==> src/rtl/arb_requester.sv <==
// arb_requester: queues burst commands and holds req to the arbiter until every beat is granted.
// Beats are counted only on granted cycles; a wait counter flags starvation.
module arb_requester #(
    parameter int DEPTH   = 4,
    parameter int LEN_W   = 4,
    parameter int WAIT_W  = 6,
    parameter int TIMEOUT = 16
) (
    input  logic                     i_clk,
    input  logic                     i_rst,
    input  logic                     i_cmd_valid,
    input  logic [LEN_W-1:0]         i_cmd_len,
    output logic                     o_cmd_ready,
    output logic                     o_req,
    input  logic                     i_gnt,
    output logic                     o_beat_valid,
    output logic                     o_beat_last,
    output logic                     o_busy,
    output logic                     o_starved,
    output logic [WAIT_W-1:0]        o_wait_cnt,
    output logic [$clog2(DEPTH):0]   o_fifo_cnt
);
    localparam int AW = $clog2(DEPTH);
    localparam logic [AW:0] FULL = (AW+1)'(DEPTH);
    localparam logic [WAIT_W-1:0] TO = WAIT_W'(TIMEOUT);
    localparam logic [WAIT_W-1:0] WMAX = '1;
    typedef enum logic [1:0] {IDLE, ACTIVE, GAP} state_t;
    state_t r_state, w_next;
    logic [LEN_W-1:0] r_mem [DEPTH];
    logic [AW-1:0] r_wptr, r_rptr;
    logic [AW:0] r_cnt;
    logic [LEN_W-1:0] r_rem;
    logic [WAIT_W-1:0] r_wait;
    logic w_push, w_pop;
    assign o_cmd_ready  = r_cnt != FULL;
    assign w_push       = i_cmd_valid & o_cmd_ready;
    assign o_req        = r_state == ACTIVE;
    assign o_beat_valid = o_req & i_gnt;
    assign o_beat_last  = o_beat_valid & (r_rem == '0);
    assign o_busy       = (r_state != IDLE) | (r_cnt != '0);
    assign o_starved    = r_wait >= TO;
    assign o_wait_cnt   = r_wait;
    assign o_fifo_cnt   = r_cnt;
    always_comb begin
        w_next = r_state;
        w_pop  = 1'b0;
        case (r_state)
            IDLE, GAP: begin
                w_pop  = r_cnt != '0;
                w_next = w_pop ? ACTIVE : IDLE;
            end
            ACTIVE:  w_next = o_beat_last ? GAP : ACTIVE;
            default: w_next = IDLE;
        endcase
    end
    always_ff @(posedge i_clk) begin
        if (!i_rst) begin
            r_state <= IDLE;
            r_wptr  <= '0;
            r_rptr  <= '0;
            r_cnt   <= '0;
            r_rem   <= '0;
            r_wait  <= '0;
        end else begin
            r_state <= w_next;
            if (w_push) begin
                r_mem[r_wptr] <= i_cmd_len;
                r_wptr        <= r_wptr + 1'b1;
            end
            if (w_pop) r_rptr <= r_rptr + 1'b1;
            if (w_push != w_pop) r_cnt <= w_push ? r_cnt + 1'b1 : r_cnt - 1'b1;
            // remaining stops at 0: the last beat moves the FSM to GAP instead
            r_rem  <= w_pop ? r_mem[r_rptr] : (o_beat_valid && r_rem != '0) ? r_rem - 1'b1 : r_rem;
            r_wait <= (o_req && !i_gnt) ? ((r_wait == WMAX) ? r_wait : r_wait + 1'b1) : '0;
        end
    end
endmodule

==> config.mk <==
export PLATFORM = sky130hd
export DESIGN_NAME = arb_requester
export DESIGN_NICKNAME = d
export VERILOG_FILES = /design/src/rtl/arb_requester.sv
export SDC_FILE = /design/constraint.sdc
export NUM_CORES = 1
export LEC_CHECK = 0
export BUFFER_PORTS_ARGS = -buffer_cell sky130_fd_sc_hd__buf_2
export CORE_ASPECT_RATIO = 1.25
export CORE_UTILIZATION = 55
export CTS_CLUSTER_SIZE = 25
export DETAILED_ROUTE_END_ITERATION = 10
export PLACE_DENSITY_LB_ADDON = 0.25
export SLEW_MARGIN = 20
export SYNTH_ARGS = -nofsm -noshare
export SYNTH_HDL_FRONTEND = slang
export SYNTH_SLANG_ARGS = --single-unit
==> constraint.sdc <==
create_clock -name i_clk -period 5.82 [get_ports i_clk]
set_input_delay 0.291 -clock i_clk [delete_from_list [all_inputs] [get_ports i_clk]]
set_output_delay 0.291 -clock i_clk [all_outputs]
set_load 0.03 [all_outputs]
==> Implementation_results.wiki <==
{| class="wikitable"
! Metric !! Value
|-
| Floorplan die area || 0.003213 mm2
|-
| Reg-to-reg setup timing slack || 3.60 ns
|-
| Average cell area after synthesis || 11.50 um2
|-
| Top-level I/O count || 23
|-
| First-iteration detailed-routing DRC count || 29
|-
| Synth top area cells || edfxtp_1 (29%), dfxtp_1 (26%), mux4_2 (5.5%), ha_1 (5.3%), nor2_1 (3.0%)
|-
| Share of the core filled with cells || 67.35%
|-
| Peak Freq || 450.5 MHz
|-
| Inserted Clock Buffers || 5
|-
| Path class of the lowest-slack min-delay path || input pin to flop
|-
| Slowest stage cell on the critical path || dfxtp_1
|-
| Area inside the core boundary || 0.002759 mm2
|-
| Post-CTS resize count || 0
|-
| Routed wire length per instance || 13.81 um
|-
| Antenna-violating nets left || 0
|-
| Worst endpoint required time || 6.07 ns
|-
| Standard-cell row count || 21
|-
| Port buffer count || 22
|-
| Synth warn || 0
|-
| Cell count after synthesis || 143
|-
| Final cell area excluding filler cells || 0.001858 mm2
|-
| Share of flip-flops with an asynchronous set or reset || 0%
|-
| Number of endpoints with negative hold slack in the final report || 0
|-
| Number of buffers inserted for hold repair after clock tree synthesis || 0
|-
| Fraction of final layout cells with drive strength greater than 1 || 22.49%
|-
| Synthesized netlist net count || 159
|-
| Most used flip-flop cell after synthesis || dfxtp_1
|-
| Slew at the pin closest to its max-slew limit || 0.6334 ns
|-
| Status || completed
|-
| Cell area power density || 463.8 mW/mm2
|-
| Minimum clock period || 2.220 ns
|-
| Total of endpoints with negative setup slack in the final report || 0
|-
| Count of TritonRoute iterations in the first routing pass || 4
|-
| Insertion delay to the later sink of the worst-skew pair || 0.34 ns
|-
| Relative max-transition margin || 57.45%
|-
| DRC violations left || 0
|-
| Ordered cell list for the critical path || or3b_4 > and2_1 > inv_1 > fa_1 > a2111o_1 > a21oi_1 > nor3b_2
|-
| Initial standard-cell utilization of the core || 59.59%
|-
| Sequential element share of the synthesized area || 54.79%
|-
| Max Buffers Root-to-Sink || 2
|-
| Number of distinct library cell variants in the gate-level netlist after synthesis || 35
|-
| Placed inst area || 0.001773 mm2
|-
| Placer Congestion || 0.8478
|-
| Logic depth of the worst register-to-register path || 7
|-
| Number of H-tree branching levels || 2
|-
| Clock transition at the register clock pins on the worst setup and hold paths after CTS || 0.11 ns
|-
| Post-CTS Setup Bufs || 0
|-
| CTS tree || yes
|-
| Detailed Route WL || 2803 um
|-
| CP max FO || 8
|-
| Overall global routing resource usage || 20.63%
|-
| Antenna fix cells || 0
|-
| Most area-hungry cell type in the Yosys netlist || edfxtp_1
|-
| Worst-case clock skew || 0.01475 ns
|-
| Detailed-placement wirelength estimate || 2081 um
|-
| Average vias per placed instance || 5.404
|-
| Total negative slack for setup checks || 0 ns
|-
| RSZ-0062 raised after global routing || no
|-
| Largest incremental delay on the critical path || 0.45 ns
|-
| Clk sink count || 37
|-
| Clock Root Buffer || clkbuf_4
|-
| LEAKAGE || 0.0007653 uW
|-
| Worst path arrival time || 2.46 ns
|-
| Post-synthesis cell area || 0.001644 mm2
|-
| Number of slew-limit violations in the final report || 0
|-
| Area growth syn-to-layout || 13.01%
|-
| Overflow after GRT || 0
|-
| Yosys reg bits || 37
|-
| Die height || 63.13 um
|-
| Number of global-route vias before repair || 1078
|-
| Type of the setup path with the least slack || flop to flop
|-
| Cell count after placement || 195
|-
| CP Launch Type || flop
|-
| Die width || 50.90 um
|-
| MaxCap Viol Count || 0
|-
| Final net count || 184
|-
| Number of enable flip-flop cells after synthesis || 16
|-
| Number of standard cells in the layout, taps in and fillers out || 203
|-
| Area share of the leading cell type in the synthesized netlist || 29.22%
|-
| Part of the cycle the worst path needs || 38.14%
|-
| Antenna violations before repair || 0
|-
| Peak supply drop || 231.9 uV
|-
| Maximum number of pins on one net before global-route repair || 15
|-
| Wire length of the first global-routing pass || 4623 um
|-
| CP Capture Type || flop
|-
| Worst hold stages || 1
|-
| Total number of vias || 1097
|}
critical path, delay by kind of cell, from the launching register on:
kind	cells	cell delay, ns
AO/OA/AOI/OAI	2	0.57
AND/OR/NAND/NOR	3	0.56
flip-flops	1	0.45
adder cells (fa/ha/maj)	1	0.41
buffers and inverters	1	0.14
layout by cell type (no fill, tap or decap), types with 6 or more instances in the layout:
| master | Yosys | routed |
|---|---|---|
| a21oi_1 | 8 | 8 |
| buf_2 | 1 | 22 |
| dfxtp_1 | 21 | 21 |
| edfxtp_1 | 16 | 16 |
| ha_1 | 7 | 7 |
| inv_1 | 8 | 8 |
| nand2_1 | 10 | 10 |
| nor2_1 | 13 | 13 |
| nor3_1 | 6 | 6 |
synth_stat cells (4+ instances only):
master / instances
dfxtp_1: 21
edfxtp_1: 16
nor2_1: 13
nand2_1: 10
a21oi_1: 8
inv_1: 8
ha_1: 7
nor3_1: 6
and3_1: 5
nand3_1: 5
o21ai_0: 5
xnor2_1: 5
mux4_2: 4
registers in the layout, indices dropped and copies added, names as in the netlist, named ones only:
name	cells
r_rptr	2
o_wait_cnt	6
r_state	2
r_rem	4
r_wptr	2
o_fifo_cnt	3
r_mem	16
report_power, final:
group	internal [uW]	switching, uW	total, uW
Clock	103	80.7	183
Combinational	134	186	320
Sequential	317	42.1	359
logic make-up (layout without fill, tap and decap cells):
group | after synthesis | count (layout) | share of synthesized area (%)
xor gates and xnor gates | 9 | 9 | 5.252
muxes | 6 | 6 | 6.697
adders and majority gates | 8 | 8 | 6.545
AOI/OAI and AO/OA | 20 | 20 | 7.306
DFF | 37 | 37 | 54.79
buffers and inverters | 12 | 38 | 3.272
and+or+nand+nor | 51 | 51 | 16.13
routing by layer:
layer  part of all wire [%]  global-route usage (%)  vias to the layer above
li1                       -                       -                      560
met1                     41                   20.19                      508
met2                     52                   36.02                       23
met3                    4.6                   8.213                        6
met4                    2.4                   10.76                        0
met5                      0                       0                        -
stage by stage:
stage / hold slack (ns) / total power, uW / worst slack (ns)
3_5_place_dp: 0.4971 / 685.5 / 3.611
3_3_place_gp: 0.4793 / 671.7 / 3.752
2_1_floorplan: 0.3899 / 620.9 / 3.564
5_1_grt: 0.1361 / 922.4 / 3.480
6_report: 0.1643 / 861.7 / 3.600
4_1_cts: 0.1349 / 872.7 / 3.595
final cells by class:
| cell class | count | area (um2) |
|---|---|---|
| Clock buffer | 7 | 55.05 |
| Clock inverter | 1 | 30.03 |
| Fill cell | 221 | 900.9 |
| Inverter | 8 | 30.03 |
| Multi-Input combinational cell | 94 | 689.4 |
| Sequential cell | 37 | 900.9 |
| Tap cell | 34 | 42.54 |
| Timing Repair Buffer | 22 | 110.1 |
worst paths after layout:
check                     start             to
setup / recovery  o_fifo_cnt[0]  o_fifo_cnt[2]
hold / removal     i_cmd_len[0]    r_mem[2][0]
setup reg to reg  o_fifo_cnt[0]  o_fifo_cnt[2]
hold reg to reg   o_wait_cnt[1]  o_wait_cnt[1]
Power figures use the tool's default switching activity.
